**src/rtl/srdl2sv_if_pkg.sv**
```systemverilog
// Shared types between the srdl2sv bus bridge and register-side slaves.
// Bus request/response bundles plus the external-bridge FSM encoding.
package srdl2sv_if_pkg;

   localparam int BUS_W  = 32;
   localparam int ADDR_W = 32;

   typedef struct packed {
      logic              w_vld;
      logic              r_vld;
      logic [ADDR_W-1:0] addr;
      logic [BUS_W-1:0]  data;
      logic [BUS_W/8-1:0] byte_en;
   } b2r_t;

   typedef struct packed {
      logic             rdy;
      logic             err;
      logic [BUS_W-1:0] data;
   } r2b_t;

   typedef enum logic [1:0] {
      IDLE,
      REQ,
      WAIT,
      RESP
   } ext_fsm_t;

endpackage

```
**src/rtl/srdl2sv_ext_timeout.sv**
```systemverilog
// Loadable down-counter bounding how long the bridge waits for an ack.
// Used only when SRDL2SV_EXT_TIMEOUT_EN is defined.
module srdl2sv_ext_timeout #(
   parameter int W    = 8,
   parameter int LOAD = 255
) (
   input  logic clk,
   input  logic rst,
   input  logic load,
   input  logic dec,
   output logic expired
);

   logic [W-1:0] count;

   always_ff @(posedge clk) begin
      if (rst) begin
         count <= '0;
      end else if (load) begin
         count <= W'(LOAD);
      end else if (dec && count != '0) begin
         count <= count - W'(1);
      end
   end

   // The count reaches zero during the cycle that holds the last step
   assign expired = (count <= W'(1));

endmodule

```
**src/rtl/srdl2sv_ext_reg_bridge.sv**
```systemverilog
// b2r/r2b slave forwarding in-window accesses to an external register block.
// Optional ack timeout enabled by defining SRDL2SV_EXT_TIMEOUT_EN.
module srdl2sv_ext_reg_bridge
   import srdl2sv_if_pkg::*;
#(
   parameter int          BUS_BITS       = 32,
   parameter logic [31:0] ADDR_BASE      = 32'h0,
   parameter logic [31:0] ADDR_SIZE      = 32'h100,
   parameter int          TIMEOUT_CYCLES = 255
) (
   input  logic                         HCLK,
   input  logic                         HRESET,
   input  b2r_t                         b2r,
   output r2b_t                         r2b,
   output logic                         ext_req,
   output logic                         ext_req_is_wr,
   output logic [$clog2(ADDR_SIZE)-1:0] ext_addr,
   output logic [BUS_BITS-1:0]          ext_wr_data,
   output logic [BUS_BITS-1:0]          ext_wr_biten,
   input  logic                         ext_rd_ack,
   input  logic [BUS_BITS-1:0]          ext_rd_data,
   input  logic                         ext_wr_ack
);

   localparam int AW = $clog2(ADDR_SIZE);

   if (TIMEOUT_CYCLES < 1 || TIMEOUT_CYCLES > 65535) begin : g_bad_timeout
      $error("TIMEOUT_CYCLES must be within 1..65535");
   end

   ext_fsm_t             state;
   ext_fsm_t             next;
   logic                 vld;
   logic                 in_range;
   logic [31:0]          off;
   logic [BUS_BITS-1:0]  biten_exp;
   logic                 ack_hit;
   logic                 expired;
   logic                 is_wr_q;
   logic [AW-1:0]        addr_q;
   logic [BUS_BITS-1:0]  wdata_q;
   logic [BUS_BITS-1:0]  biten_q;
   logic                 err_q;
   logic [BUS_BITS-1:0]  rdata_q;

   assign vld      = b2r.w_vld | b2r.r_vld;
   assign off      = b2r.addr - ADDR_BASE;
   assign in_range = (b2r.addr >= ADDR_BASE) && (off < ADDR_SIZE);
   assign ack_hit  = is_wr_q ? ext_wr_ack : ext_rd_ack;

   always_comb begin
      biten_exp = '0;
      for (int i = 0; i < BUS_BITS / 8; i++) begin
         biten_exp[i*8 +: 8] = {8{b2r.byte_en[i]}};
      end
   end

`ifdef SRDL2SV_EXT_TIMEOUT_EN
   srdl2sv_ext_timeout #(
      .W    ($clog2(TIMEOUT_CYCLES + 1)),
      .LOAD (TIMEOUT_CYCLES)
   ) u_timeout (
      .clk     (HCLK),
      .rst     (HRESET),
      .load    (state == REQ),
      .dec     (state == WAIT),
      .expired (expired)
   );
`else
   assign expired = 1'b0;
`endif

   always_ff @(posedge HCLK) begin
      if (HRESET) begin
         state <= IDLE;
      end else begin
         state <= next;
      end
   end

   always_comb begin
      next = state;
      unique case (state)
         IDLE: begin
            if (vld) begin
               next = in_range ? REQ : RESP;
            end
         end
         REQ:  next = ack_hit ? RESP : WAIT;
         WAIT: begin
            if (ack_hit || expired) begin
               next = RESP;
            end
         end
         RESP: next = IDLE;
         default: next = IDLE;
      endcase
   end

   always_comb begin
      ext_req       = (state == REQ);
      ext_req_is_wr = is_wr_q;
      ext_addr      = addr_q;
      ext_wr_data   = wdata_q;
      ext_wr_biten  = biten_q;
      r2b.rdy       = (state == RESP);
      r2b.err       = (state == RESP) & err_q;
      r2b.data      = (state == RESP) ? rdata_q : '0;
   end

   // Request fields launch in IDLE and stay frozen until the next launch
   always_ff @(posedge HCLK) begin
      if (HRESET) begin
         is_wr_q <= 1'b0;
         addr_q  <= '0;
         wdata_q <= '0;
         biten_q <= '0;
         err_q   <= 1'b0;
         rdata_q <= '0;
      end else begin
         unique case (state)
            IDLE: begin
               if (vld) begin
                  err_q   <= ~in_range;
                  rdata_q <= '0;
                  if (in_range) begin
                     is_wr_q <= b2r.w_vld;
                     addr_q  <= off[AW-1:0];
                     wdata_q <= b2r.data;
                     biten_q <= biten_exp;
                  end
               end
            end
            REQ, WAIT: begin
               if (ack_hit) begin
                  err_q   <= 1'b0;
                  rdata_q <= is_wr_q ? '0 : ext_rd_data;
               end else if (state == WAIT && expired) begin
                  err_q   <= 1'b1;
                  rdata_q <= '0;
               end
            end
            default: begin
            end
         endcase
      end
   end

endmodule

```
**config.mk**
```make
export PLATFORM = sky130hd
export DESIGN_NAME = srdl2sv_ext_reg_bridge
export DESIGN_NICKNAME = d
export VERILOG_FILES = /design/src/rtl/srdl2sv_if_pkg.sv /design/src/rtl/srdl2sv_ext_timeout.sv /design/src/rtl/srdl2sv_ext_reg_bridge.sv
export SDC_FILE = /design/constraint.sdc
export NUM_CORES = 1
export LEC_CHECK = 0
export BUFFER_PORTS_ARGS = -buffer_cell sky130_fd_sc_hd__buf_2
export CORE_MARGIN = 2
export CORE_UTILIZATION = 40
export DETAILED_ROUTE_END_ITERATION = 12
export GPL_ROUTABILITY_DRIVEN = 0
export PLACE_DENSITY = 0.76
export SLEW_MARGIN = 30
export SYNTH_ARGS = -nofsm -noshare
export SYNTH_HDL_FRONTEND = slang
export SYNTH_SLANG_ARGS = --single-unit
```
**constraint.sdc**
```tcl
create_clock -name HCLK -period 1.65 [get_ports HCLK]
set_clock_uncertainty 0.05 [all_clocks]
set_input_delay 0.33 -clock HCLK [delete_from_list [all_inputs] [get_ports HCLK]]
set_output_delay 0.33 -clock HCLK [all_outputs]
set_load 0.005 [all_outputs]
```
==> metrics <==
outcome=finished, violations left; failing checks=negative setup slack; HPWL after DPL=7050 um; Slew HR=0.6812; Final Cycle Share=1.104; final std cells w/o fill=778; leak pwr=2.514 nW; adder-cell share of the synthesized area=0.01297; Crit Path Max Fanout=8; register area share after synthesis=0.4149; Synth Area in Compound Gates=0.1870; Avg Inst Size Synth=8.540 um^2; routed vias/inst=5.127; Worst EP arrival=1.44 ns; Netlist cell types=38; Power per Cell Area=1325 mW/mm^2; Async SR Flop Fraction=0; Diodes inserted=0; final hold vios=0; die height=102.2 um; FMAX=0.5491 GHz; most common cell after layout, fill and taps aside=buf_2; Synth Area in XOR/XNOR=0; Die Wd=102.2 um; Clock transition at path regs=0.09 ns; Worst Setup End Kind=output pin; Post-Place Cells=740; Post-layout nets=754; Tmin final=1.821 ns; area of the mapped netlist=0.003860 mm^2; # clock sinks=80; die area=0.01045 mm^2; Worst-Margin Slew=0.4689 ns; largest net degree at the start of global routing=46; area delta synth->final=46.58%; hold slack=0.1645 ns; Root Buffer=clkbuf_8; reg2reg setup slack=-0.14 ns; final setup margin=-0.1713 ns; gr ovfl total=0; Post-Syn Instances=452; largest family of logic cells by synthesized area=simple AND/OR/NAND/NOR gates; PnR Total Power=7.497 mW; total global-route track usage=0.1938; final instance area=0.005658 mm^2; top_reg_cell synth=dfxtp_1; clk buf depth=2; Max-cap violations=0; H-tree levels=3; Yosys reg bits=80; Net Count, Synth=562; io pins=214; first-pass GRT wire length=16300 um; RSZ-0062 raised after global routing=true; CP startpoint kind=register; worst skew pair latency=0.34 ns; Avg WL per Cell=15.55 um; row count=35; I/O Buffers=213; placed cell areas=0.004753 mm^2; Req. time, crit path=1.27 ns; Post-CTS Hold Buffers=0; DRT iter0 DRCs=198; DR DRC count=0; mux contribution to synthesized area=0.006159; Syn. warnings=0; DRT Wirelength=12100 um; Starting Density=0.4158; Num CTS Buffers=9; First-pass DRT Iterations=4; CTS tree=built; vias in the first global route=3477; Final ANT Viol Nets=0; Final Max Tran Viols=0; endpoints failing setup=67; commonest cells after routing, fill and taps aside=buf_2, dfxtp_1, nand3_1; core area=0.009284 mm^2; worst min-delay path class=input port to register; number of flops mapped to enable cells by yosys=0; initial antenna violation count=0; share of cells above drive strength 1=0.5085; Worst VDD drop=1.092 mV; WS Path Type=register to output pin; routed vias=3989; simple-gate area share of the yosys netlist=0.2204
==> cells in the mapped netlist, types with 2 or more instances <==
cell | instances | share of area
a21oi_1 | 77 | 0.10
o21ai_1 | 7 | 0.0091
nor4_4 | 2 | 0.011
buf_2 | 3 | 0.0039
nand2_1 | 33 | 0.032
ha_1 | 4 | 0.013
buf_12 | 4 | 0.021
buf_4 | 29 | 0.056
clkbuf_1 | 13 | 0.013
nand4_1 | 3 | 0.0049
clkbuf_8 | 10 | 0.036
nor2_1 | 2 | 0.0019
clkbuf_2 | 4 | 0.0052
o21ai_0 | 38 | 0.049
buf_6 | 6 | 0.018
inv_1 | 4 | 0.0039
and2_1 | 34 | 0.055
dfxtp_1 | 80 | 0.41
nor4_1 | 4 | 0.0065
nand3_1 | 77 | 0.10
==> flip-flops by register name (all words and copies together) (netlist names) <==
signal,flops
ext_req_is_wr,1
ext_addr,8
state,2
ext_wr_data,32
ext_wr_biten,4
rdata_q,32
err_q,1
==> power breakdown <==
| part | switching (mW) | internal, mW | total [mW] |
|---|---|---|---|
| Clock | 0.764 | 0.716 | 1.48 |
| Sequential | 0.150 | 2.22 | 2.37 |
| Combinational | 1.83 | 1.82 | 3.65 |
| Total | 2.74 | 4.75 | 7.50 |
==> path summary, 6_finish.rpt <==
path / startpoint / cells past startpoint / end
max: state[1]$_SDFFE_PP0P_ / 5 / r2b[7]
min: ext_rd_data[23] / 3 / rdata_q[23]$_SDFFE_PP0P_
max reg2reg: state[1]$_SDFFE_PP0P_ / 8 / rdata_q[15]$_SDFFE_PP0P_
min reg2reg: rdata_q[19]$_SDFFE_PP0P_ / 2 / rdata_q[19]$_SDFFE_PP0P_
==> kinds of logic after synthesis <==
group,after synthesis
buffers and inverters,74
AOI/OAI and AO/OA,133
adders and majority gates,4
and+or+nand+nor,159
DFF,80
muxes,2
==> worst max-delay path, cell delays in order (launching register included) <==
cell and delay, ns:
dfxtp_2 0.33, buf_6 0.11, ha_4 0.20, clkbuf_16 0.18, and2_4 0.16, buf_6 0.11
==> per-stage QoR <==
stage,worst slack [ns],util,setup TNS [ns]
final,-0.1713,0.6094,-6.226
after global routing,-0.2305,0.6094,-11.71
after CTS,-0.1729,0.5644,-5.321
after detailed placement,-0.08718,0.5120,-2.737
after global placement,-0.009802,0.5120,-0.1044
after floorplan,0.01047,-,0
==> repair_timing <==
item                                    4_1_cts  5_1_grt
setup buffers                                 4        7
gates cloned                                  3        9
endpoints found under the setup margin       62      109
gates resized for setup                      42       52
pin swaps                                     7       26
==> cell type report <==
cell class	instances	area [um^2]
sequential	80	1604
inverter	4	15.01
tap	129	161.4
multi-input combinational	298	1859
fill	801	3626
clock buffer	9	123.9
clock inverter	7	77.57
timing repair buffer	251	1817
==> metal layers <==
layer,track usage,part of all wire
met1,0.2295,0.38
met2,0.3345,0.52
met3,0.06019,0.088
met4,0.06359,0.013
met5,0,0
Power figures use the tool's default switching activity.
